File: src/rtl/pipeline_trace_monitor_if.sv
// Interface bundling the write-back observation bus and the trace read port
// of pipeline_trace_monitor.
//   master : the monitor (samples wb_*/br_*, presents rd_* head entry, takes rd_ready)
//   slave  : the CPU/consumer side (drives wb_*/br_*/rd_ready, observes rd_*)
// Signals:
//   wb_valid, wb_reg, wb_data  write-back stage observation
//   br_valid, br_target        taken branch at write-back
//   rd_ready                   consumer accepts head entry
//   rd_valid                   head entry available
//   rd_stamp, rd_wb_v, rd_reg, rd_data, rd_br_v, rd_target  head entry payload
interface pipeline_trace_monitor_if #(
  parameter int DATA_W = 32,
  parameter int REG_W  = 5,
  parameter int CNT_W  = 32
);
  logic              wb_valid;
  logic [REG_W-1:0]  wb_reg;
  logic [DATA_W-1:0] wb_data;
  logic              br_valid;
  logic [DATA_W-1:0] br_target;
  logic              rd_ready;
  logic              rd_valid;
  logic [CNT_W-1:0]  rd_stamp;
  logic              rd_wb_v;
  logic [REG_W-1:0]  rd_reg;
  logic [DATA_W-1:0] rd_data;
  logic              rd_br_v;
  logic [DATA_W-1:0] rd_target;

  modport master (
    input  wb_valid, wb_reg, wb_data, br_valid, br_target, rd_ready,
    output rd_valid, rd_stamp, rd_wb_v, rd_reg, rd_data, rd_br_v, rd_target
  );

  modport slave (
    output wb_valid, wb_reg, wb_data, br_valid, br_target, rd_ready,
    input  rd_valid, rd_stamp, rd_wb_v, rd_reg, rd_data, rd_br_v, rd_target
  );
endinterface

File: src/rtl/pipeline_trace_monitor.sv
// pipeline_trace_monitor: watches the CPU write-back stage, records
// write-back/branch events into a circular first-word-fall-through trace
// buffer, keeps cycle/stall/retire/drop statistics and declares DONE at a
// cycle limit or HUNG after a programmable idle window.
// Ports:
//   clk           rising-edge clock
//   reset         asynchronous active-low reset
//   enable        sampling enable (mirrors CPU enable)
//   stall         CPU stall indication
//   bus           pipeline_trace_monitor_if.master (wb/br inputs, rd_* read port)
//   cycle_count   enabled RUN cycles
//   stall_count   enabled RUN cycles with stall=1
//   retire_count  captured write-backs
//   drop_count    entries lost to overflow
//   overflow      sticky drop flag
//   done / hang   state is DONE / HUNG
// Optional feature macro: TRACE_SKIP_R0_EN -- write-backs to register 0 are
// ignored for capture, retire_count and the watchdog.
module pipeline_trace_monitor #(
  parameter int DATA_W      = 32,
  parameter int REG_W       = 5,
  parameter int DEPTH       = 16,
  parameter int CNT_W       = 32,
  parameter int CYCLE_LIMIT = 50,
  parameter int WATCHDOG    = 16
) (
  input  logic                     clk,
  input  logic                     reset,
  input  logic                     enable,
  input  logic                     stall,
  pipeline_trace_monitor_if.master bus,
  output logic [CNT_W-1:0]         cycle_count,
  output logic [CNT_W-1:0]         stall_count,
  output logic [CNT_W-1:0]         retire_count,
  output logic [CNT_W-1:0]         drop_count,
  output logic                     overflow,
  output logic                     done,
  output logic                     hang
);

  localparam int AW     = $clog2(DEPTH);
  localparam int IDLE_W = (WATCHDOG > 0) ? $clog2(WATCHDOG + 1) : 1;

  typedef enum logic [1:0] {S_RUN, S_DONE, S_HUNG} state_t;

  typedef struct packed {
    logic [CNT_W-1:0]  stamp;
    logic              wb_v;
    logic [REG_W-1:0]  rg;
    logic [DATA_W-1:0] data;
    logic              br_v;
    logic [DATA_W-1:0] target;
  } entry_t;

  state_t             state, state_next;
  entry_t             mem [DEPTH];
  entry_t             new_entry, head;
  logic [AW-1:0]      wr_ptr, rd_ptr;
  logic [AW:0]        occ;
  logic [IDLE_W-1:0]  idle_count, idle_inc;
  logic [CNT_W-1:0]   cycle_inc;
  logic               active, wb_eff, has_event;
  logic               full, has_data;
  logic               push_req, push, pop, drop;
  logic               hung_trig, done_trig;

`ifdef TRACE_SKIP_R0_EN
  assign wb_eff = bus.wb_valid && (bus.wb_reg != '0);
`else
  assign wb_eff = bus.wb_valid;
`endif

  assign active    = enable && (state == S_RUN);
  assign has_event = wb_eff || bus.br_valid;
  assign cycle_inc = cycle_count + CNT_W'(1);
  assign idle_inc  = idle_count + IDLE_W'(1);

  assign hung_trig = active && !has_event && (WATCHDOG != 0) &&
                     (idle_inc == IDLE_W'(WATCHDOG));
  assign done_trig = active && (CYCLE_LIMIT != 0) &&
                     (cycle_inc == CNT_W'(CYCLE_LIMIT));

  // Buffer control: a full buffer still accepts a push when the head is
  // popped on the same edge, so only push-without-pop into full drops.
  assign has_data = (occ != '0);
  assign full     = (occ == (AW+1)'(DEPTH));
  assign pop      = has_data && bus.rd_ready;
  assign push_req = active && has_event;
  assign push     = push_req && (!full || pop);
  assign drop     = push_req && full && !pop;

  // State register
  always_ff @(posedge clk or negedge reset) begin
    if (!reset) state <= S_RUN;
    else        state <= state_next;
  end

  // Next-state logic; HUNG takes priority over DONE on the same edge
  always_comb begin
    state_next = state;
    if (hung_trig)      state_next = S_HUNG;
    else if (done_trig) state_next = S_DONE;
  end

  // Output decode
  always_comb begin
    done = 1'b0;
    hang = 1'b0;
    unique case (state)
      S_DONE:  done = 1'b1;
      S_HUNG:  hang = 1'b1;
      default: ;
    endcase
  end

  // Entry assembly; fields of an absent event stay zero
  always_comb begin
    new_entry       = '0;
    new_entry.stamp = cycle_count;
    if (wb_eff) begin
      new_entry.wb_v = 1'b1;
      new_entry.rg   = bus.wb_reg;
      new_entry.data = bus.wb_data;
    end
    if (bus.br_valid) begin
      new_entry.br_v   = 1'b1;
      new_entry.target = bus.br_target;
    end
  end

  always_ff @(posedge clk) begin
    if (push) mem[wr_ptr] <= new_entry;
  end

  // Head is gated by occupancy so the payload reads zero when empty,
  // including right after reset when storage contents are undefined.
  always_comb begin
    head = '0;
    if (has_data) head = mem[rd_ptr];
  end

  assign bus.rd_valid  = has_data;
  assign bus.rd_stamp  = head.stamp;
  assign bus.rd_wb_v   = head.wb_v;
  assign bus.rd_reg    = head.rg;
  assign bus.rd_data   = head.data;
  assign bus.rd_br_v   = head.br_v;
  assign bus.rd_target = head.target;

  always_ff @(posedge clk or negedge reset) begin
    if (!reset) begin
      cycle_count  <= '0;
      stall_count  <= '0;
      retire_count <= '0;
      drop_count   <= '0;
      overflow     <= 1'b0;
      idle_count   <= '0;
      wr_ptr       <= '0;
      rd_ptr       <= '0;
      occ          <= '0;
    end else begin
      if (active) begin
        cycle_count <= cycle_inc;
        if (stall)  stall_count  <= stall_count + CNT_W'(1);
        if (wb_eff) retire_count <= retire_count + CNT_W'(1);
        idle_count <= has_event ? '0 : idle_inc;
      end
      if (drop) begin
        drop_count <= drop_count + CNT_W'(1);
        overflow   <= 1'b1;
      end
      if (push) wr_ptr <= wr_ptr + AW'(1);
      if (pop)  rd_ptr <= rd_ptr + AW'(1);
      unique case ({push, pop})
        2'b10:   occ <= occ + (AW+1)'(1);
        2'b01:   occ <= occ - (AW+1)'(1);
        default: ;
      endcase
    end
  end

endmodule

File: src/flat_wrapper.sv
// flat-port wrapper written by rule: the top's interface ports become plain ports
module pipeline_trace_monitor_flat 
#(
  parameter int DATA_W      = 32,
  parameter int REG_W       = 5,
  parameter int DEPTH       = 16,
  parameter int CNT_W       = 32,
  parameter int CYCLE_LIMIT = 50,
  parameter int WATCHDOG    = 16
)
  (clk, reset, enable, stall, cycle_count, stall_count, retire_count, drop_count, overflow, done, hang, bus_wb_valid, bus_wb_reg, bus_wb_data, bus_br_valid, bus_br_target, bus_rd_ready, bus_rd_valid, bus_rd_stamp, bus_rd_wb_v, bus_rd_reg, bus_rd_data, bus_rd_br_v, bus_rd_target);
  pipeline_trace_monitor_if #(.DATA_W(DATA_W), .REG_W(REG_W), .CNT_W(CNT_W)) bus_i ();
  input  logic clk;
  input  logic reset;
  input  logic enable;
  input  logic stall;
  output logic [CNT_W-1:0] cycle_count;
  output logic [CNT_W-1:0] stall_count;
  output logic [CNT_W-1:0] retire_count;
  output logic [CNT_W-1:0] drop_count;
  output logic overflow;
  output logic done;
  output logic hang;
  input wire logic [$bits(bus_i.wb_valid)-1:0] bus_wb_valid;
  input wire logic [$bits(bus_i.wb_reg)-1:0] bus_wb_reg;
  input wire logic [$bits(bus_i.wb_data)-1:0] bus_wb_data;
  input wire logic [$bits(bus_i.br_valid)-1:0] bus_br_valid;
  input wire logic [$bits(bus_i.br_target)-1:0] bus_br_target;
  input wire logic [$bits(bus_i.rd_ready)-1:0] bus_rd_ready;
  output wire logic [$bits(bus_i.rd_valid)-1:0] bus_rd_valid;
  output wire logic [$bits(bus_i.rd_stamp)-1:0] bus_rd_stamp;
  output wire logic [$bits(bus_i.rd_wb_v)-1:0] bus_rd_wb_v;
  output wire logic [$bits(bus_i.rd_reg)-1:0] bus_rd_reg;
  output wire logic [$bits(bus_i.rd_data)-1:0] bus_rd_data;
  output wire logic [$bits(bus_i.rd_br_v)-1:0] bus_rd_br_v;
  output wire logic [$bits(bus_i.rd_target)-1:0] bus_rd_target;
  assign bus_i.wb_valid = bus_wb_valid;
  assign bus_i.wb_reg = bus_wb_reg;
  assign bus_i.wb_data = bus_wb_data;
  assign bus_i.br_valid = bus_br_valid;
  assign bus_i.br_target = bus_br_target;
  assign bus_i.rd_ready = bus_rd_ready;
  assign bus_rd_valid = bus_i.rd_valid;
  assign bus_rd_stamp = bus_i.rd_stamp;
  assign bus_rd_wb_v = bus_i.rd_wb_v;
  assign bus_rd_reg = bus_i.rd_reg;
  assign bus_rd_data = bus_i.rd_data;
  assign bus_rd_br_v = bus_i.rd_br_v;
  assign bus_rd_target = bus_i.rd_target;
  pipeline_trace_monitor #(.DATA_W(DATA_W), .REG_W(REG_W), .DEPTH(DEPTH), .CNT_W(CNT_W), .CYCLE_LIMIT(CYCLE_LIMIT), .WATCHDOG(WATCHDOG)) u_core (.clk(clk), .reset(reset), .enable(enable), .stall(stall), .bus(bus_i), .cycle_count(cycle_count), .stall_count(stall_count), .retire_count(retire_count), .drop_count(drop_count), .overflow(overflow), .done(done), .hang(hang));
endmodule
File: config.mk
export PLATFORM = sky130hd
export DESIGN_NAME = pipeline_trace_monitor_flat
export DESIGN_NICKNAME = d
export VERILOG_FILES = /design/src/rtl/pipeline_trace_monitor_if.sv /design/src/rtl/pipeline_trace_monitor.sv /design/src/flat_wrapper.sv
export SDC_FILE = /design/constraint.sdc
export NUM_CORES = 2
export LEC_CHECK = 0
export BUFFER_PORTS_ARGS = -buffer_cell sky130_fd_sc_hd__buf_4
export CORE_MARGIN = 1
export CORE_UTILIZATION = 55
export CTS_BUF_LIST = sky130_fd_sc_hd__clkbuf_8 sky130_fd_sc_hd__clkbuf_16
export CTS_CLUSTER_DIAMETER = 150
export CTS_CLUSTER_SIZE = 8
export DETAILED_ROUTE_END_ITERATION = 12
export PLACE_DENSITY = 0.72
export SYNTH_ARGS = -nofsm -noshare
export SYNTH_HDL_FRONTEND = slang
export SYNTH_SLANG_ARGS = --single-unit
File: constraint.sdc
create_clock -name clk -period 14.5 [get_ports clk]
set_input_delay 1.45 -clock clk [delete_from_list [all_inputs] [get_ports clk]]
set_output_delay 1.45 -clock clk [all_outputs]
set_load 0.05 [all_outputs]
Word-level counts from Yosys, hierarchy flattened

Memories as Yosys holds them, arrays and structs flattened.
Index checks and enable logic that the tools add are counted.

Add/subtract/negate cells: 9
Equal/unequal tests: 7
Muxes and demuxes: 11
Reductions and logical operators: 20

Operator list:

| kind                                                                | number |
|---|---|
| 32-bit by 1-bit adder with 32-bit output (second input constant)    | 4 |
| 103-bit 2-to-1 mux                                                  | 1 |
| 38-bit 2-to-1 mux                                                   | 1 |
| 33-bit 2-to-1 mux                                                   | 1 |
| 32-bit by 6-bit == test with 1-bit output (second input constant)   | 1 |
| 5-bit by 1-bit adder with 5-bit output (second input constant)      | 2 |
| 5-bit == test (second input constant)                               | 2 |
| 5-bit one-hot mux with 2 select lines                               | 1 |
| 1-bit logical AND                                                   | 9 |
| 4-bit by 1-bit adder with 4-bit output (second input constant)      | 2 |
| 5-bit 2-to-1 mux                                                    | 1 |
| 5-bit nonzero test                                                  | 1 |
| 5-bit by 1-bit subtractor with 5-bit output (second input constant) | 1 |
| 2-bit by 1-bit == test with 1-bit output (second input constant)    | 2 |
| 2-bit == test (second input constant)                               | 2 |
| 1-bit 2-to-1 mux                                                    | 4 |
| 2-bit 2-to-1 mux                                                    | 2 |
| 2-bit AND reduction                                                 | 2 |
| 2-bit nonzero test                                                  | 2 |
| 1-bit logical NOT                                                   | 3 |
| 2-bit logical NOT                                                   | 1 |
| 1-bit logical OR                                                    | 2 |

Bits in registers: 149
Bits in writable memories: 1,648
Input port bits: 76
Output and inout port bits: 235
Word-level logic and storage cells: 58
Memories kept: 1

Memories:

| name       | words | width | rd ports | clocked after memory_dff | wr ports | RTL line                     | RTL |
|---|---|---|---|---|---|---|---|
| u_core.mem | 16    | 103   | 1        | 0                        | 1        | pipeline_trace_monitor.sv:56 | `entry_t mem [DEPTH];` |

Depth between registers and ports, before layout

Depth after elaboration: 6
Depth in mapped cells: 9
Gate-level depth less buffers: 9

Worst setup path after synthesis

OpenSTA, ideal clock, no wires.

Path kind: input port to flip-flop
Start: input enable
End: memory u_core.mem[3][0] in the netlist's numbering, enable pin
Library setup time: 0.690 ns
Data arrival time: 9.686 ns
Data required time: 13.810 ns
Slack: 4.123 ns
Cell stages on the path: 5
Path buffers: 1
Cell sequence: or3b_2 > clkbuf_1 > a211oi_2 > nand2_1 > nor3_1

Longest elaborated chain between the ends: 5

Ends and longest elaborated chain:

| what                                   | RTL line                      | RTL |
|---|---|---|
| start, declared                        | flat_wrapper.sv:15            | `input logic enable;` |
| 1-bit logical AND                      | pipeline_trace_monitor.sv:73  | `assign active = enable && (state == S_RUN);` |
| 1-bit logical AND                      | pipeline_trace_monitor.sv:88  | `assign push_req = active && has_event;` |
| 1-bit logical AND                      | pipeline_trace_monitor.sv:89  | `assign push = push_req && (!full \|\| pop);` |
| 1-bit 2-to-1 mux                       | pipeline_trace_monitor.sv:132 | `if (push) mem[wr_ptr] <= new_entry;` |
| 1-bit 2-to-1 mux (not written as such) | pipeline_trace_monitor.sv:132 |  |
| end, declared                          | pipeline_trace_monitor.sv:56  |  |

No other way between the ends.

Worst setup path in the final report

Start: register u_core.rd_ptr[1]
End: output bus_rd_stamp[13]

Longest elaborated chain between the ends: 2

Ends and longest elaborated chain:

| what                   | RTL line                      | RTL |
|---|---|---|
| start, declared        | pipeline_trace_monitor.sv:58  | `logic [AW-1:0] wr_ptr, rd_ptr;` |
| start signal, assigned | pipeline_trace_monitor.sv:173 | `if (pop) rd_ptr <= rd_ptr + AW'(1);` |
| memory 16 x 103 bit    | -                             |  |
| 103-bit 2-to-1 mux     | pipeline_trace_monitor.sv:139 | `if (has_data) head = mem[rd_ptr];` |
| end, declared          | flat_wrapper.sv:31            | `output wire logic [$bits(bus_i.rd_stamp)-1:0] bus_rd_stamp;` |

No other way between the ends.

==> impl_metrics.csv <==
group,metric,value,unit
outcome,status,"complete, no violations",
grt,grt_pass1_vias,36047,
min_path,holdPathEnd,"u_core.overflow$_DFFE_PN0P_",
clocking,clk_pin_slew_worst_paths,0.05,ns
timing,hold_viol,0,
power,powerDensity,209,mW/mm^2
synth,synth_xor_area_share,1.78,%
floorplan,die_x,360,um
worst_setup_path,required,13.05,ns
clocking,clockRootBuffer,"clkbuf_16",
synth,ys_ff_latch,1797,
grt,antenna_found_initial,5,
worst_setup_path,rrSetupSlack,9.62,ns
timing,tns,0,ns
synth,synth_top_area_share,70.3,%
timing,finClkSkew,0.0438,ns
timing,fmax,148,MHz
floorplan,initial_core_util,55.8,%
clocking,post-cts-setup-buffer-count,0,
timing,period_share,46.7,%
detailed_routing,antenna_left,0,
timing,worstMarginPinSlew,1.17,ns
floorplan,ios,311,
worst_setup_path,rr_endpoint,"u_core.mem[8][63]$_DFFE_PP_",
synth,synth_top_area_cell,"edfxtp_1",
power,power.leakage,0.0276,uW
synth,synth-adder-area-share,0.295,%
worst_setup_path,worstPathArrival,5.32,ns
layout,nFillCells,8060,
grt,grt_pass1_wl,237000,um
synth,synthFlopType,"edfxtp_1",
worst_setup_path,critPathKind,"flop to output port",
synth,synth_simple_gate_area_share,4.08,%
detailed_routing,wl,161000,um
place,gp_congestion,0.789,
synth,ys_warn_count,0,
min_path,hp-class,"flop to flop",
layout,syn_to_final_growth,16.4,%
synth,syn_nets,3331,
synth,syn_area_per_cell,21.7,um^2
clocking,htree_levels,5,
grt,overflow,0,
clocking,clk_path_buf_depth,4,
layout,nNetsFinal,3800,
timing,hold_slack,0.478,ns
timing,setup_viol,0,
power,power.total,17100,uW
synth,muxShareOfSynthArea,16.6,%
detailed_routing,drt-initial-drc-count,3601,
clocking,hold_buffers,0,
floorplan,core,0.126,mm^2
timing,slew_headroom,22.3,%
synth,async_flop_share,8.29,%
floorplan,die_height,360,um
worst_setup_path,end_kind,"output port",
synth,synth_top_family_by_area,"multiplexers",
synth,synthCells,3239,
synth,synth_area,0.0704,mm^2
layout,multi_input_area,0.0164,mm^2
synth,synth_edf_count,1648,
layout,fin_util,64.9,%
floorplan,rows,130,
grt,grtUsageTotal,25.2,%
worst_setup_path,ff2ff_path_depth,6,
synth,ys_seq_area_share,75.6,%
timing,rsz0062_at_grt,"no",
clocking,insertion_delay,0.89,ns
synth,synth_area_leaders,"edfxtp_1 70%, mux4_2 16%, dfrtp_1 5.3%, and2_1 1.6%, xnor2_1 1.1%",
detailed_routing,vias,34196,
worst_setup_path,r2r_start,"u_core.state[0]$_DFFE_PN0P_",
run,maxCapViolCount,0,
detailed_routing,viasPerCell,6.33,
detailed_routing,avgRoutedWirePerCell,29.8,um
floorplan,die_area,0.129,mm^2
worst_setup_path,critPathMaxFanout,74,
timing,drv_slew,0,
detailed_routing,dr.pass1.iters,7,
detailed_routing,drc,0,
min_path,hp-start,"u_core.overflow$_DFFE_PN0P_",
worst_setup_path,critPathSlowestCell,"dfrtp_4",
worst_setup_path,cpMostUsedCell,"buf_4",
clocking,numCtsBuffers,274,
place,hpwl,78600,um
clocking,tritoncts,"done",
worst_setup_path,start_kind,"flop",
min_path,hold_depth,1,
place,io_buffers,310,
clocking,cts-resized-gates,0,
layout,drive_gt1_share,32.5,%
synth,yosysUniqueCellTypes,58,
grt,grt_max_degree,123,
layout,seqCellArea,0.0532,mm^2
worst_setup_path,critPathMaxStageDelay,1.15,ns
timing,fin_crit,6.77,ns
clocking,cts.sinks,1797,
synth,synth_compound_area_share,0.375,%
power,peakVddDrop,0.193,mV
worst_setup_path,path_cells,"buf_4, buf_4, mux4_2, mux4_2, and2_1, buf_4",
[final cells by class]
type	instances	area share (%)
antenna	3	0.00916
sequential	1797	65.0
clock buffer	283	8.64
timing repair buffer	382	3.60
tap	1650	2.52
clock inverter	37	0.189
multi-input combinational	1234	20.0
inverter	19	0.0870
[worst max-delay path by stage]
| stage | cells past startpoint | start | slack (ns) | to |
|---|---|---|---|---|
| 3_3_place_gp | 6 | u_core.rd_ptr[0]$_DFFE_PN0P_ | 8.46 | bus_rd_stamp[8] |
| 4_1_cts | 6 | u_core.rd_ptr[0]$_DFFE_PN0P_ | 7.53 | bus_rd_data[5] |
| 5_1_grt | 6 | u_core.rd_ptr[0]$_DFFE_PN0P_ | 7.30 | bus_rd_data[25] |
| 6_report | 6 | u_core.rd_ptr[1]$_DFFE_PN0P_ | 7.73 | bus_rd_stamp[13] |
| 2_1_floorplan | 5 | enable | 4.12 | u_core.mem[3][0]$_DFFE_PP_ |
| 3_5_place_dp | 6 | u_core.rd_ptr[0]$_DFFE_PN0P_ | 8.47 | bus_rd_data[5] |
[cell usage in the layout, fill, tap and decap left out, drive strengths merged, types with 35 or more instances in the layout]
cell,count
edfxtp,1648
mux4,515
buf,382
clkbuf,283
and2,178
dfrtp,149
xnor2,87
nand2,80
nor2,63
xor2,56
inv,55
nand3,46
nand4,35
[power by group]
group,total [uW],leakage [uW],internal (uW),switching [uW]
sequential,6410,0.0169,6120,290
clock,5420,0.00368,3400,2020
combinational,5260,0.00703,2180,3080
[kinds of logic (layout without fill, tap and decap cells)]
| family | count (synthesis) | count (layout) |
|---|---|---|
| flip-flops | 1797 | 1797 |
| multiplexers | 521 | 521 |
| AND/OR/NAND/NOR | 515 | 515 |
| buffers and inverters | 208 | 721 |
| XOR/XNOR | 143 | 143 |
| AO/OA/AOI/OAI | 39 | 39 |
| adder cells (fa/ha/maj) | 16 | 16 |
| other | 0 | 3 |
[sequential cells by signal (all words and copies together) (netlist names)]
name	cells
u_core.cycle_count	32
u_core.drop_count	32
u_core.idle_count	5
u_core.mem	1648
u_core.occ	5
u_core.overflow	1
u_core.rd_ptr	4
u_core.retire_count	32
u_core.stall_count	32
u_core.state	2
u_core.wr_ptr	4
[metrics by stage]
stage | worst slack, ns | cell area [um^2] | cells
global placement | 8.46 | 74700 | 5082
CTS | 7.53 | 81900 | 5402
detailed placement | 8.47 | 74700 | 5082
floorplan | 4.12 | 70400 | 3239
finish | 7.73 | 81900 | 5405
global route | 7.30 | 81900 | 5405
[cells in the mapped netlist, types with 3 or more instances]
| cell | number |
|---|---|
| edfxtp_1 | 1648 |
| mux4_2 | 515 |
| and2_1 | 178 |
| dfrtp_1 | 149 |
| clkbuf_1 | 98 |
| xnor2_1 | 87 |
| nand2_1 | 80 |
| nor2_1 | 63 |
| xor2_1 | 56 |
| buf_1 | 49 |
| nand3_1 | 45 |
| nand4_1 | 35 |
| buf_4 | 32 |
| nor3_1 | 25 |
| and3_1 | 22 |
| inv_1 | 19 |
| ha_1 | 15 |
| nor4_1 | 13 |
| buf_2 | 9 |
| o21ai_0 | 9 |
| or4_1 | 9 |
| a21oi_1 | 8 |
| and4_1 | 8 |
| or3_1 | 8 |
| mux2_2 | 4 |
| nand2b_1 | 4 |
| nor2b_1 | 4 |
| a21o_1 | 3 |
| nand4b_1 | 3 |
| o31a_1 | 3 |
[metal layers]
metal  track usage, %  wire, um
met1             34.5     62600
met2             40.4     80000
met3             6.72     15200
met4             7.05      3150
met5                0         8
[critical path: cells and delay by family (launching register included)]
kind                   cells  cell delay (ns)
flip-flops                 1             1.15
multiplexers               2             0.90
AND/OR/NAND/NOR            1             0.29
buffers and inverters      3             1.90
Power figures use the tool's default switching activity.
